## src/rtl/vector_result_writeback.sv

```systemverilog
// Captures a finished vector result, merges it with the old destination under mask/length, then writes it back.
// Optional macro VECTOR_WB_TAIL_AGNOSTIC_EN: tail elements are written as all ones instead of left undisturbed.
module vector_result_writeback #(
  parameter int LEN              = 32,
  parameter int VECTOR_SIZE      = 8,
  parameter int ENTRY_INDEX_SIZE = 3,
  parameter int LANE_SIZE        = 2
) (
  input  logic                          clk,
  input  logic                          rst,
  input  logic                          rdy_in,
  input  logic [1:0]                    alu_status,
  input  logic [VECTOR_SIZE*LEN-1:0]    alu_result,
  input  logic [2:0]                    vsew,
  input  logic                          vm,
  input  logic [VECTOR_SIZE*LEN-1:0]    mask,
  input  logic [ENTRY_INDEX_SIZE:0]     length,
  input  logic [VECTOR_SIZE*LEN-1:0]    old_vd,
  input  logic [4:0]                    vd_addr,
  input  logic                          vrf_write_ack,
  output logic                          vrf_write_en,
  output logic [4:0]                    vrf_write_addr,
  output logic [VECTOR_SIZE*LEN-1:0]    vrf_write_data,
  output logic                          wb_busy,
  output logic                          wb_done,
  output logic                          overrun
);
  localparam int VLEN   = VECTOR_SIZE * LEN;
  localparam int NBYTES = VLEN / 8;
  localparam int EW     = $clog2(NBYTES);
  localparam int IDXW   = ENTRY_INDEX_SIZE + 2;
  localparam int CW     = ((EW > IDXW) ? EW : IDXW) + 1;

  // Function unit status encoding: NOP=0, WORKING=1, FINISHED=2.
  localparam logic [1:0] VEC_ALU_FINISHED = 2'd2;

  typedef enum logic [1:0] {IDLE, MERGE, WRITE} state_t;

  state_t                  state;
  logic [VLEN-1:0]         result_reg;
  logic [VLEN-1:0]         old_reg;
  logic [NBYTES-1:0]       mask_reg;
  logic                    vm_reg;
  logic [1:0]              shift_reg;
  logic [ENTRY_INDEX_SIZE:0] length_reg;
  logic [IDXW-1:0]         idx_reg;
  logic [VLEN-1:0]         data_reg;
  logic [4:0]              addr_reg;
  logic                    we_reg;
  logic                    done_reg;
  logic                    over_reg;

  logic [VLEN-1:0]         merged;
  logic                    last_beat;
  logic                    finished;
  logic                    unused_mask;

  assign finished    = (alu_status == VEC_ALU_FINISHED);
  assign last_beat   = (CW'(idx_reg) + CW'(LANE_SIZE)) >= CW'(length_reg);
  assign unused_mask = ^mask[VLEN-1:NBYTES];

  // Each byte belongs to element (byte >> log2(SEW bytes)); bytes of elements in the current lane window get merged.
  genvar gi;
  generate
    for (gi = 0; gi < NBYTES; gi++) begin : g_byte
      logic [EW-1:0] elem;
      logic          in_lane;
      logic          take_result;
      assign elem        = EW'(gi) >> shift_reg;
      assign in_lane     = (CW'(elem) >= CW'(idx_reg)) &&
                           (CW'(elem) <  CW'(idx_reg) + CW'(LANE_SIZE)) &&
                           (CW'(elem) <  CW'(length_reg));
      assign take_result = vm_reg | mask_reg[elem];
      assign merged[gi*8 +: 8] = !in_lane    ? data_reg[gi*8 +: 8]   :
                                 take_result ? result_reg[gi*8 +: 8] :
                                               old_reg[gi*8 +: 8];
    end
  endgenerate

  always_ff @(posedge clk or negedge rst) begin
    if (!rst) begin
      state      <= IDLE;
      result_reg <= '0;
      old_reg    <= '0;
      mask_reg   <= '0;
      vm_reg     <= 1'b0;
      shift_reg  <= '0;
      length_reg <= '0;
      idx_reg    <= '0;
      data_reg   <= '0;
      addr_reg   <= '0;
      we_reg     <= 1'b0;
      done_reg   <= 1'b0;
      over_reg   <= 1'b0;
    end else begin
      done_reg <= 1'b0;
      case (state)
        IDLE: begin
          if (finished) begin
            result_reg <= alu_result;
            old_reg    <= old_vd;
            mask_reg   <= mask[NBYTES-1:0];
            vm_reg     <= vm;
            // Reserved width encodings are treated as the widest element.
            shift_reg  <= vsew[2] ? 2'd3 : vsew[1:0];
            length_reg <= length;
            idx_reg    <= '0;
            addr_reg   <= vd_addr;
`ifdef VECTOR_WB_TAIL_AGNOSTIC_EN
            data_reg   <= '1;
`else
            data_reg   <= old_vd;
`endif
            if (length == '0) begin
              state  <= WRITE;
              we_reg <= 1'b1;
            end else begin
              state  <= MERGE;
            end
          end
        end
        MERGE: begin
          if (finished) over_reg <= 1'b1;
          if (rdy_in) begin
            data_reg <= merged;
            idx_reg  <= idx_reg + IDXW'(LANE_SIZE);
            if (last_beat) begin
              state  <= WRITE;
              we_reg <= 1'b1;
            end
          end
        end
        WRITE: begin
          if (finished) over_reg <= 1'b1;
          if (rdy_in && vrf_write_ack) begin
            we_reg   <= 1'b0;
            done_reg <= 1'b1;
            state    <= IDLE;
          end
        end
        default: state <= IDLE;
      endcase
    end
  end

  assign vrf_write_en   = we_reg;
  assign vrf_write_addr = addr_reg;
  assign vrf_write_data = data_reg;
  assign wb_busy        = (state != IDLE);
  assign wb_done        = done_reg;
  assign overrun        = over_reg;
endmodule

```

## config.mk

```make
export PLATFORM = sky130hd
export DESIGN_NAME = vector_result_writeback
export DESIGN_NICKNAME = d
export VERILOG_FILES = /design/src/rtl/vector_result_writeback.sv
export SDC_FILE = /design/constraint.sdc
export NUM_CORES = 2
export LEC_CHECK = 0
export BUFFER_PORTS_ARGS = -buffer_cell sky130_fd_sc_hd__buf_4
export CORE_AREA = 8 8 407 409
export CTS_CLUSTER_DIAMETER = 200
export CTS_CLUSTER_SIZE = 8
export DETAILED_ROUTE_END_ITERATION = 12
export DIE_AREA = 0 0 415 417
export GPL_TIMING_DRIVEN = 0
export SYNTH_ARGS = -nofsm -noshare
export SYNTH_HDL_FRONTEND = slang
export SYNTH_SLANG_ARGS = --single-unit
```

## constraint.sdc

```tcl
create_clock -name clk -period 10.77 [get_ports clk]
set_input_delay 1.077 -clock clk [delete_from_list [all_inputs] [get_ports clk]]
set_output_delay 1.077 -clock clk [all_outputs]
set_load 0.03 [all_outputs]
```

==> metrics.cfg <==
[die]
fp.coreArea_um2=159000
die_height_um=417
start_util_pct=26.7
pin_count=1052
fp-row-count=147
die_x_um=415
die_area_um2=173000

[power]
p_int_uw=11700
pwr-share-seq_pct=27.3
combPwrFrac_pct=57.5
leakagePower_uw=0.0242
clkPwrFrac_pct=15.1
vdd_drop_max_v=0.000177
power.density_nw_per_um2=389
switchingPower_uw=9650
switching_share_pct=45.3

[placement]
hpwl_um=143000
dpl_worst_slack_ns=3.78
place.gp.congestion=0.940
dp.cells=6366
io_buffers=827

[logic_synthesis]
synth-xor-area-share_pct=0.373
synth_top_family_by_area=multiplexers
synth_compound_area_share_pct=9.20
synthAdderAreaFrac_pct=2.25
syn-mean-instance-area_um2=12.4
synth-seq-area-share_pct=48.3
yosysWarningCount=0
synth_cell_types=92
async_flop_share_pct=100
netlist.area_leader.share_pct=48.3
syn-cell-area_um2=42600
synth.mux.area_fraction_pct=30.9
yosys_register_bits=821
ys_top_cells_by_area=dfrtp_1 (48%), mux2_2 (18%), mux2i_1 (6.0%), mux4_2 (5.1%), a21oi_1 (2.6%)
synth_enable_flop_cells=0
synthSimpleGateAreaFrac_pct=6.06
syn_inst=3443
synth_flop_cell=dfrtp_1
synth_area_leader_cell=dfrtp_1
syn_nets=4306

[outcome]
status=finished clean

[detailed_routing]
drt_iter0_drc=2378
antenna_left=0
via_count=33475
first_pass_iters=5
wl_per_cell_um=28.5
viasPerCell=5.13
drc_errors=0
wirelength_um=186000

[grt]
grt_pass1_wl_um=263000
grt_pass1_vias=35521
grt_max_degree=109
antenna_found_initial=50
grt_overflow=0
grtUsageTotal_pct=20.6

[worst_hold_path]
hold_path_class=in2async

[run]
cap_violations=0

[timing]
setup_viol=0
rsz0062_at_grt=false
fin_crit_sh_pct=65.8
finalCriticalPeriod_ns=7.09
fin_ws_ns=3.68
hold_viol_final=0
drv_slew=0
fin_worst_skew_ns=0.0415
relSlewSlack_pct=6.79
worst_pin_slew_ns=1.40
max_freq_mhz=141

[setup_path]
cpPeakStageDelay_ns=1.04
reg2reg_slack_ns=3.68
critical-path-slowest-cell=o21ai_1
arrival_ns=7.72
crit_path_end_kind=flop
crit_chain=buf_2 > buf_4 > buf_4 > clkinv_1 > ha_1 > buf_2 > inv_2 > clkbuf_1 > ha_1 > nand2b_1 > a22oi_1 > o211ai_1 > nand4_1 > o21ai_1 > mux2_2
required_ns=11.40
crit_path_max_fanout=20
setup.worst_path.class=reg2reg
cp-start-kind=flop

[clocking]
cts_hold_buf=0
cts_root_buf=clkbuf_16
clkTransAtPathRegs_ns=0.06
clock_latency_ns=0.75
cts_tree=done
post-cts-setup-buffers=0
cts_resized=0
htree_levels=3
tritoncts.num_buffers=112
cts_buffer_depth=3
clock_sinks=821

[layout]
n_fill_cell=16023
layout.nets=5257
multiInputGateArea_um2=20800
drive_gt1_share_pct=42.7
regArea_um2=20500
instances_no_fill=6527
syn2layout_area_growth_pct=28.7

[critical path: cells and delay by family (launching register included)]
| family | cells | cell delay (ns) |
|---|---|---|
| buffers and inverters | 7 | 3.00 |
| DFF | 1 | 0.63 |
| adders and majority gates | 2 | 1.25 |
| muxes | 1 | 0.43 |
| AOI/OAI and AO/OA | 3 | 1.32 |
| and+or+nand+nor | 2 | 0.27 |
[final cells by class]
type | instances | area share, %
multi-input cells | 2334 | 38.0
flip-flops and latches | 821 | 37.5
repair buffers | 837 | 11.8
clock buffers | 112 | 5.12
well taps | 2086 | 4.77
plain buffers | 246 | 2.01
clock inverters | 8 | 0.315
inverters | 42 | 0.288
diodes | 41 | 0.187
[stage by stage]
step	hold WS, ns	total power, uW	setup TNS (ns)	cell area [um^2]	utilization (%)
floorplan	0.471	13500	0	42600	-
global placement	0.464	17900	-1142.73	51400	32.3
detailed placement	0.467	18200	0	51700	32.4
CTS	0.283	21500	0	54700	34.3
global route	0.336	22500	0	54700	34.4
finish	0.325	21300	0	54800	34.4
[cell usage after synthesis, types with 11 or more instances]
| cell | instances |
|---|---|
| a211oi_1 | 33 |
| nand2_1 | 108 |
| buf_2 | 41 |
| nor4_1 | 12 |
| nand3_1 | 25 |
| a31oi_1 | 11 |
| mux2_4 | 16 |
| nor3_1 | 41 |
| o21ai_0 | 61 |
| buf_4 | 20 |
| a21o_1 | 35 |
| mux2_2 | 671 |
| a21boi_0 | 12 |
| mux2_1 | 54 |
| dfrtp_1 | 821 |
| inv_1 | 32 |
| a21oi_1 | 225 |
| mux4_2 | 97 |
| ha_1 | 75 |
| mux2i_1 | 256 |
| o211ai_1 | 13 |
| o21ai_1 | 29 |
| nor2b_1 | 32 |
| o22ai_1 | 50 |
| clkbuf_1 | 169 |
| nor3b_1 | 12 |
| nor2_1 | 255 |
| nand2b_1 | 22 |
[logic make-up (layout without fill, tap and decap cells)]
kind of cell	Yosys count	after routing
compound gates	588	588
xor+xnor	16	16
fa+ha+maj	76	76
buf+inv	288	1245
flops	821	821
mux	1094	1094
other cells	0	41
simple gates	560	560
[power groups by stage]
stage | Combinational, uW | Clock [uW] | Sequential, uW
global placement | 12100 | 0 | 5800
global route | 13100 | 3430 | 6010
detailed placement | 12300 | 0 | 5840
floorplan | 7110 | 0 | 6400
finish | 12300 | 3220 | 5830
CTS | 12300 | 3330 | 5820
[routing by layer]
| metal | global-route usage (%) | vias up | share of wire [%] |
|---|---|---|---|
| li1 | - | 14529 | - |
| met4 | 9.57 | 6 | 4.7 |
| met1 | 24.8 | 17279 | 40 |
| met3 | 6.05 | 352 | 7.7 |
| met2 | 34.0 | 1309 | 48 |
| met5 | 0 | - | 0.019 |
[final timing paths]
path | to | from | depth (start not counted)
min in group clk | vrf_write_data[175]$_DFFE_PN0P_ | vrf_write_data[175]$_DFFE_PN0P_ | 1
min reg2reg | vrf_write_data[175]$_DFFE_PN0P_ | vrf_write_data[175]$_DFFE_PN0P_ | 1
max | vrf_write_data[150]$_DFFE_PN0P_ | shift_reg[1]$_DFFE_PN0P_ | 15
max in group asynchronous | result_reg[36]$_DFFE_PN0P_ | rst | 5
min | old_reg[114]$_DFFE_PN0P_ | rst | 1
max reg2reg | vrf_write_data[150]$_DFFE_PN0P_ | shift_reg[1]$_DFFE_PN0P_ | 15
[placed cells by master (no fill, tap or decap), types with 50 or more instances in the layout]
| cell type | synthesis | final |
|---|---|---|
| o22ai_1 | 50 | 50 |
| clkbuf_1 | 169 | 165 |
| mux2_2 | 671 | 671 |
| nor2_1 | 255 | 255 |
| mux4_2 | 97 | 97 |
| dfrtp_1 | 821 | 821 |
| clkbuf_16 | 0 | 112 |
| a21oi_1 | 225 | 224 |
| ha_1 | 75 | 75 |
| nand2_1 | 108 | 108 |
| mux2i_1 | 256 | 256 |
| mux2_1 | 54 | 54 |
| o21ai_0 | 61 | 61 |
| buf_4 | 20 | 847 |
No activity file was read; power rests on OpenSTA's default activity.
